==> config.mk <==
export PLATFORM = sky130hd
export DESIGN_NAME = uart_prog_loader
export DESIGN_NICKNAME = d
export VERILOG_FILES = /design/src/rtl/uart_prog_loader.sv
export SDC_FILE = /design/constraint.sdc
export NUM_CORES = 1
export LEC_CHECK = 0
export ABC_CLOCK_PERIOD_IN_PS = 2700
export CORE_ASPECT_RATIO = 1.1
export CORE_MARGIN = 2
export CORE_UTILIZATION = 55
export DETAILED_ROUTE_END_ITERATION = 8
export GPL_TIMING_DRIVEN = 0
export PLACE_DENSITY = 0.85
export SETUP_SLACK_MARGIN = 0.15
export SLEW_MARGIN = 20
export SYNTH_ARGS = -nofsm -noshare
export SYNTH_HDL_FRONTEND = slang
export SYNTH_SLANG_ARGS = --single-unit
export TNS_END_PERCENT = 100
==> constraint.sdc <==
create_clock -name clock -period 2.7 [get_ports clock]
set_clock_uncertainty 0.05 [all_clocks]
set_input_delay 0.81 -clock clock [delete_from_list [all_inputs] [get_ports clock]]
set_output_delay 0.81 -clock clock [all_outputs]
set_load 0.02 [all_outputs]
==> src/rtl/uart_prog_loader.sv <==
// UART program loader: receives an 8N1 length-prefixed image and writes it as
// little-endian DATA_W-bit words through a simple memory write port.
module uart_prog_loader #(
  parameter int unsigned CLKS_PER_BIT = 347,
  parameter int unsigned DATA_W       = 32,
  parameter int unsigned ADDR_W       = 9,
  parameter int unsigned TIMEOUT_CLKS = 34700
) (
  input  logic              clock,
  input  logic              resetb,
  input  logic              rx_i,
  input  logic              rearm_i,
  output logic              mem_we_o,
  output logic [ADDR_W-1:0] mem_addr_o,
  output logic [DATA_W-1:0] mem_wdata_o,
  output logic              busy_o,
  output logic              ready_o,
  output logic              err_o,
  output logic [1:0]        err_code_o,
  output logic [ADDR_W:0]   word_cnt_o
);

  localparam int unsigned CntW     = $clog2(CLKS_PER_BIT);
  localparam int unsigned Half     = CLKS_PER_BIT / 2;
  localparam int unsigned Bytes    = DATA_W / 8;
  localparam int unsigned MaxWords = 2 ** ADDR_W;
  localparam int unsigned WcW      = ADDR_W + 1;
  localparam int unsigned TmoW     = (TIMEOUT_CLKS > 1) ? $clog2(TIMEOUT_CLKS + 1) : 1;

  typedef enum logic [1:0] {RxIdle, RxStart, RxData, RxStop} rx_st_e;
  typedef enum logic [2:0] {LdHdr0, LdHdr1, LdData, LdDone, LdErr} ld_st_e;

  // Synchronizer plus one history flop for falling-edge detection.
  logic rx_meta_q, rx_sync_q, rx_prev_q;

  always_ff @(posedge clock or negedge resetb) begin
    if (!resetb) begin
      rx_meta_q <= 1'b1;
      rx_sync_q <= 1'b1;
      rx_prev_q <= 1'b1;
    end else begin
      rx_meta_q <= rx_i;
      rx_sync_q <= rx_meta_q;
      rx_prev_q <= rx_sync_q;
    end
  end

  rx_st_e          rx_st_q;
  logic [CntW-1:0] bit_cnt_q;
  logic [2:0]      bit_idx_q;
  logic [7:0]      rx_shift_q;
  logic            byte_valid_q;
  logic            frame_err_q;

  always_ff @(posedge clock or negedge resetb) begin
    if (!resetb) begin
      rx_st_q      <= RxIdle;
      bit_cnt_q    <= '0;
      bit_idx_q    <= '0;
      rx_shift_q   <= '0;
      byte_valid_q <= 1'b0;
      frame_err_q  <= 1'b0;
    end else begin
      byte_valid_q <= 1'b0;
      frame_err_q  <= 1'b0;
      unique case (rx_st_q)
        RxIdle: begin
          if (rx_prev_q && !rx_sync_q) begin
            rx_st_q   <= RxStart;
            bit_cnt_q <= '0;
          end
        end
        RxStart: begin
          if (bit_cnt_q == CntW'(Half - 1)) begin
            bit_cnt_q <= '0;
            bit_idx_q <= '0;
            rx_st_q   <= rx_sync_q ? RxIdle : RxData;
          end else begin
            bit_cnt_q <= bit_cnt_q + CntW'(1);
          end
        end
        RxData: begin
          if (bit_cnt_q == CntW'(CLKS_PER_BIT - 1)) begin
            bit_cnt_q  <= '0;
            rx_shift_q <= {rx_sync_q, rx_shift_q[7:1]};
            if (bit_idx_q == 3'd7) rx_st_q <= RxStop;
            else bit_idx_q <= bit_idx_q + 3'd1;
          end else begin
            bit_cnt_q <= bit_cnt_q + CntW'(1);
          end
        end
        RxStop: begin
          if (bit_cnt_q == CntW'(CLKS_PER_BIT - 1)) begin
            bit_cnt_q    <= '0;
            byte_valid_q <= rx_sync_q;
            frame_err_q  <= !rx_sync_q;
            rx_st_q      <= RxIdle;
          end else begin
            bit_cnt_q <= bit_cnt_q + CntW'(1);
          end
        end
        default: rx_st_q <= RxIdle;
      endcase
    end
  end

  ld_st_e            ld_st_q;
  logic [15:0]       len_q;
  logic [ADDR_W-1:0] addr_q;
  logic [ADDR_W:0]   word_cnt_q;
  logic [DATA_W-1:0] wbuf_q;
  logic [DATA_W-1:0] mem_wdata_q;
  logic [3:0]        byte_idx_q;
  logic [TmoW-1:0]   tmo_cnt_q;
  logic              mem_we_q, busy_q, ready_q, err_q;
  logic [1:0]        err_code_q;

  logic              counting, tmo_hit, bad_len, last_word, fail;
  logic [1:0]        fail_code;
  logic [15:0]       hdr_len;
  logic [DATA_W-1:0] word_next;

  assign counting  = (ld_st_q == LdHdr1) || (ld_st_q == LdData);
  assign tmo_hit   = (TIMEOUT_CLKS != 0) && counting && !byte_valid_q &&
                     (tmo_cnt_q == TmoW'(TIMEOUT_CLKS));
  assign hdr_len   = {rx_shift_q, len_q[7:0]};
  assign bad_len   = (hdr_len == 16'd0) || (32'(hdr_len) > MaxWords);
  assign last_word = (32'(word_cnt_q) + 32'd1) == 32'(len_q);
  assign word_next = wbuf_q | (DATA_W'(rx_shift_q) << (8 * byte_idx_q));

  // The first failing event wins; ERR is only left through rearm or reset.
  always_comb begin
    fail      = 1'b0;
    fail_code = 2'd0;
    if (ld_st_q inside {LdHdr0, LdHdr1, LdData}) begin
      if (frame_err_q) begin
        fail      = 1'b1;
        fail_code = 2'd1;
      end else if ((ld_st_q == LdHdr1) && byte_valid_q && bad_len) begin
        fail      = 1'b1;
        fail_code = 2'd2;
      end else if (tmo_hit) begin
        fail      = 1'b1;
        fail_code = 2'd3;
      end
    end
  end

  always_ff @(posedge clock or negedge resetb) begin
    if (!resetb) begin
      tmo_cnt_q <= '0;
    end else if (byte_valid_q || !counting) begin
      tmo_cnt_q <= '0;
    end else if (tmo_cnt_q != TmoW'(TIMEOUT_CLKS)) begin
      tmo_cnt_q <= tmo_cnt_q + TmoW'(1);
    end
  end

  always_ff @(posedge clock or negedge resetb) begin
    if (!resetb) begin
      ld_st_q     <= LdHdr0;
      len_q       <= '0;
      addr_q      <= '0;
      word_cnt_q  <= '0;
      wbuf_q      <= '0;
      mem_wdata_q <= '0;
      byte_idx_q  <= '0;
      mem_we_q    <= 1'b0;
      busy_q      <= 1'b0;
      ready_q     <= 1'b0;
      err_q       <= 1'b0;
      err_code_q  <= 2'd0;
    end else begin
      mem_we_q <= 1'b0;
      if (fail) begin
        ld_st_q    <= LdErr;
        err_q      <= 1'b1;
        err_code_q <= fail_code;
        busy_q     <= 1'b0;
        wbuf_q     <= '0;
        byte_idx_q <= '0;
      end else begin
        unique case (ld_st_q)
          LdHdr0: begin
            if (byte_valid_q) begin
              len_q[7:0] <= rx_shift_q;
              busy_q     <= 1'b1;
              ld_st_q    <= LdHdr1;
            end
          end
          LdHdr1: begin
            if (byte_valid_q) begin
              len_q[15:8] <= rx_shift_q;
              ld_st_q     <= LdData;
            end
          end
          LdData: begin
            if (byte_valid_q) begin
              if (byte_idx_q == 4'(Bytes - 1)) begin
                mem_we_q    <= 1'b1;
                mem_wdata_q <= word_next;
                wbuf_q      <= '0;
                byte_idx_q  <= '0;
              end else begin
                wbuf_q     <= word_next;
                byte_idx_q <= byte_idx_q + 4'd1;
              end
            end else if (mem_we_q) begin
              // Address advances after the strobe; it wraps on a full-size image.
              addr_q     <= addr_q + ADDR_W'(1);
              word_cnt_q <= word_cnt_q + WcW'(1);
              if (last_word) begin
                ld_st_q <= LdDone;
                ready_q <= 1'b1;
                busy_q  <= 1'b0;
              end
            end
          end
          LdDone, LdErr: begin
            if (rearm_i) begin
              ld_st_q    <= LdHdr0;
              ready_q    <= 1'b0;
              err_q      <= 1'b0;
              err_code_q <= 2'd0;
              word_cnt_q <= '0;
              addr_q     <= '0;
              wbuf_q     <= '0;
              byte_idx_q <= '0;
            end
          end
          default: ld_st_q <= LdHdr0;
        endcase
      end
    end
  end

  assign mem_we_o    = mem_we_q;
  assign mem_addr_o  = addr_q;
  assign mem_wdata_o = mem_wdata_q;
  assign busy_o      = busy_q;
  assign ready_o     = ready_q;
  assign err_o       = err_q;
  assign err_code_o  = err_code_q;
  assign word_cnt_o  = word_cnt_q;

endmodule
Yosys cells after proc, flatten, opt, wreduce, memory -nomap -nowiden. Index checks and enable logic that the tools add are counted.

Register bits: 155. Logic and storage cells: 176. Input bits: 4. Output and inout bits: 57.

Mux-type cells: 75. Bitwise gates (word level): 2. Equality and inequality tests: 31. Order comparisons: 1. Shift-type cells: 1. Reductions and logical operators: 36. Add/sub/neg operators: 7.

Operators with widths (count): two-way mux 32 bit (4); one-hot mux 32 bit (2 select lines) (1); two-way mux 9 bit (6); two-way mux 16 bit (2); OR 32 bit (1); << shifter 8 x 7 -> 32 bit (1); two-way mux 10 bit (3); two-way mux 3 bit (10); one-hot mux 9 bit (3 select lines) (1); two-way mux 2 bit (13); two-way mux 1 bit (23); != test 3 bit (second input constant) (7); != test 2 bit (second input constant) (10); one-hot mux 10 bit (2 select lines) (1); adder 9 x 1 -> 9 bit (second input constant) (2); one-hot mux 9 bit (2 select lines) (1); adder 16 x 1 -> 16 bit (second input constant) (1); equality test 11 x 16 -> 1 bit (1); equality test 16 bit (second input constant) (1); greater-than comparator 16 x 10 -> 1 bit (second input constant) (1); zero test 16 bit (1); two-way mux 4 bit (4); != test 16 bit (second input constant) (1); AND reduction 5 bit (3); 30 further kinds (54).

Logic depth before layout (Yosys ltp).
Word-level depth: 10. Gate-level depth with buffers: 10. Gate-level depth less buffers: 8.

Worst setup path before layout. No wires, ideal clock.

Path kind: input to register. From: input rearm_i. To: register wbuf_q[16]. Required time: 2.577 ns. Path buffers: 1. Setup time: 0.073 ns. Cell stages on the path: 7. Path slack: 0.301 ns. Arrival: 2.276 ns. Cells stage by stage: nor4bb_1 -> or2_2 -> clkbuf_1 -> a21oi_1 -> nor3_1 -> a21oi_1 -> nor2_1.

Word-level cells in the longest chain between the ends: 2.

Ends and longest elaborated chain: start: declaration (line 12) `input logic rearm_i,`; != test 3 bit (no line); AND reduction 3 bit (no line); end signal: assignment (line 205) `wbuf_q <= word_next;`; end: declaration (line 111) `logic [DATA_W-1:0] wbuf_q;`.

No other way between the ends. A chain may end at the register's enable or synchronous reset.

Final worst setup path.
From: register word_cnt_q[6], in the netlist word_cnt_o[6]. To: output word_cnt_o[6].

RTL lines: start: declaration (line 110) `logic [ADDR_W:0] word_cnt_q;`; start signal: assignment (line 211) `word_cnt_q <= word_cnt_q + WcW'(1);`; end: declaration (line 20) `output logic [ADDR_W:0] word_cnt_o`.

No word-level cell between the ends.

==> results.toml <==
[route]
vias = 5901
drc = 0
post_drt_wl_per_cell_um = 16.4
wl_mm = 16.5
ant_nets = 0
first_pass_iters = 5
drt_iter0_markers = 490
viasPerCell = 5.86

[clock_network]
numCtsBuffers = 17
cts-hold-fix-buffers = 0
clock_sinks = 155
worstSkewPairLatency_ns = 0.43
htree_num_levels = 4
cts_root_buf = "clkbuf_16"
path_clk_slew_ns = 0.06
cts_buffer_depth = 2
cts_tree = "built"

[timing]
finalSetupViolations = 0
worst_pin_slew_ns = 0.894
slew_headroom_pct = 39.9
slew_viol_final = 0
fin_crit_sh_pct = 91.0
rsz0062_at_grt = "false"
layout_min_cycle_time_ns = 2.46
hold_violations = 0
fin_hold_ws_ns = 0.272
fmaxAchievable_ghz = 0.407

[worst_hold_path]
min_path_type = "in2async"

[layout]
drive_gt1_share_pct = 12.2
final_area_um2 = 8890
diodes = 0
area_growth_pct = 22.0
finalNetCount = 847

[synthesis]
async_flop_share_pct = 100
syn_nets = 761
syn_area_um2 = 7280
seq_area_frac_synth_pct = 53.3
yosys.area.top_type = "dfrtp_1"
yosysWarnings = 0
synthFlopType = "dfrtp_1"
synth_top_area_share_pct = 52.2
ys_top_cells_by_area = "dfrtp_1 (52%), a21oi_1 (5.8%), o21ai_0 (4.9%), nor2_1 (4.0%), nand2_1 (3.6%)"
synthCells = 747
synth_seq_cells = 155
synth_edf_count = 0
avgSynthCellArea_um2 = 9.75
yosysUniqueCellTypes = 62

[floorplan]
die_x_um = 114
rows = 44
start_util_pct = 55.8
num_io_pins = 61
dieArea_um2 = 14200
dieHeight_um = 125
core_area_um2 = 13000

[global_routing]
grt_pass1_wl_mm = 27.8
grt_pass1_vias = 5686
grtUsageMet3_pct = 5.45
track_usage_pct = 24.7
use_met1_pct = 33.1
grt_max_degree = 90
grt.busiest_layer = "met2"
grt_overflow_total = 0
antenna_found_initial = 0
grt_util_met2_pct = 39.3

[pwr]
p_leak_nw = 3.94
power_density_nw_per_um2 = 616
peakVddDrop_uv = 454

[worst_setup_path]
arrival_ns = 1.60
path_depth = 1
max_stage_delay_ns = 0.66
crit_buf_inv = 1
cp_slowest_cell = "clkdlybuf4s50_1"
worstSetupEndpointType = "output port"
path_class = "reg2out"
reg2reg_depth = 8
start_kind = "register"
cp_max_fo = 7
crit_path_cell_trace = "clkdlybuf4s50_1"
cp.required_ns = 1.84
crit_family = "buffers and inverters"

[place]
dpl_cell_area_um2 = 8130
place_congestion = 0.878
numPortBuffers = 60
dpl.hpwl_mm = 10.9

[job]
drv_cap = 0

[status]
status = "finished, final reports clean"
## worst register-to-register path: cells and delay by family (launching register included)
kind                   cells  cell delay [ns]
AO/OA/AOI/OAI              4             0.84
flip-flops                 1             0.41
buffers and inverters      2             0.38
AND/OR/NAND/NOR            2             0.63
## worst paths after layout
kind	from	to	slack (ns)
worst max-delay path	word_cnt_o[6]	word_cnt_o[6]	0.24
worst min-delay path	resetb	mem_addr_o[5]	0.27
worst max register to register	len_q[5]	mem_wdata_o[8]	0.26
worst min register to register	rx_meta_q	rx_sync_q	0.31
max in group asynchronous	resetb	rx_sync_q	1.49
min in group clock	rx_meta_q	rx_sync_q	0.31
## power breakdown
| part | switching, mW | leakage, nW | internal (mW) |
|---|---|---|---|
| Sequential | 0.0783 | 2.11 | 2.40 |
| Combinational | 0.285 | 1.52 | 0.174 |
| Clock | 1.04 | 0.306 | 1.49 |
| Total | 1.41 | 3.94 | 4.07 |
## layout make-up
type,instances,area (um2)
Buffer,40,195
Fill cell,932,4160
Clock inverter,15,198
Tap cell,161,201
Multi-Input combinational cell,534,3230
Clock buffer,17,425
Timing Repair Buffer,68,697
Sequential cell,155,3880
Inverter,17,63.8
## repair_timing
action | 4_1_cts | 5_1_grt
hold endpoints to repair | 0 | 0
resized for setup | 9 | 14
pin swaps | 3 | 5
buffers inserted | 4 | 3
setup endpoints to repair | 86 | 76
## cell usage after synthesis (10+ instances only)
| cell type | instances |
|---|---|
| nor2_1 | 77 |
| mux2_2 | 19 |
| nand2_1 | 70 |
| xor2_1 | 16 |
| clkbuf_1 | 25 |
| nand3_1 | 23 |
| ha_1 | 10 |
| dfrtp_1 | 152 |
| o21ai_0 | 72 |
| a21oi_1 | 84 |
| and2_1 | 14 |
| inv_1 | 17 |
| xnor2_1 | 14 |
## stage by stage
step                      cells  total power, mW  worst slack, ns  utilization, %  setup TNS [ns]
final                      1007             5.47            0.244            68.1               0
after global routing       1007             5.69            0.152            68.1               0
after floorplan             747             2.82            0.301               -               0
after global placement      968             2.94            -5.38            62.0         -848.59
after detailed placement    969             2.97           -0.873            62.3          -24.35
after CTS                  1004             5.48            0.185            67.7               0
## registers in the layout (all words and copies together) (netlist names), 2 cells and up, named ones only
signal,flops
wbuf_q,32
mem_wdata_o,32
bit_idx_q,3
word_cnt_o,10
bit_cnt_q,9
ld_st_q,3
err_code_o,2
tmo_cnt_q,16
len_q,16
byte_idx_q,4
mem_addr_o,9
rx_shift_q,8
## layout by cell type, fill, tap and decap left out, types with 7 or more instances in the layout
cell type and n:
a21oi_1 83, and2_1 14, and3_1 9, buf_4 14
clkbuf_1 21, clkbuf_16 17, clkdlybuf4s50_1 58, dfrtp_1 152
ha_1 10, inv_1 17, inv_6 7, mux2_2 19
nand2_1 69, nand3_1 23, nor2_1 75, nor2b_1 7
nor3_1 7, o21ai_0 70, o21ai_1 8, or3_1 9
xnor2_1 14, xor2_1 16
## routing by layer
layer	vias to the layer above	wire length, um
met5	-	0
met4	0	420
met3	32	813
met2	189	8070
met1	2869	7210
li1	2811	-
## cells by family (layout without fill, tap and decap cells)
group | count (synthesis) | after routing | synth area share [%]
AOI/OAI and AO/OA | 204 | 204 | 15.9
xor gates and xnor gates | 30 | 30 | 3.61
adders and majority gates | 10 | 10 | 1.72
buffers and inverters | 58 | 157 | 3.47
DFF | 155 | 155 | 53.3
muxes | 24 | 24 | 3.62
and+or+nand+nor | 266 | 266 | 18.4
(Power assumes the default switching activity.)
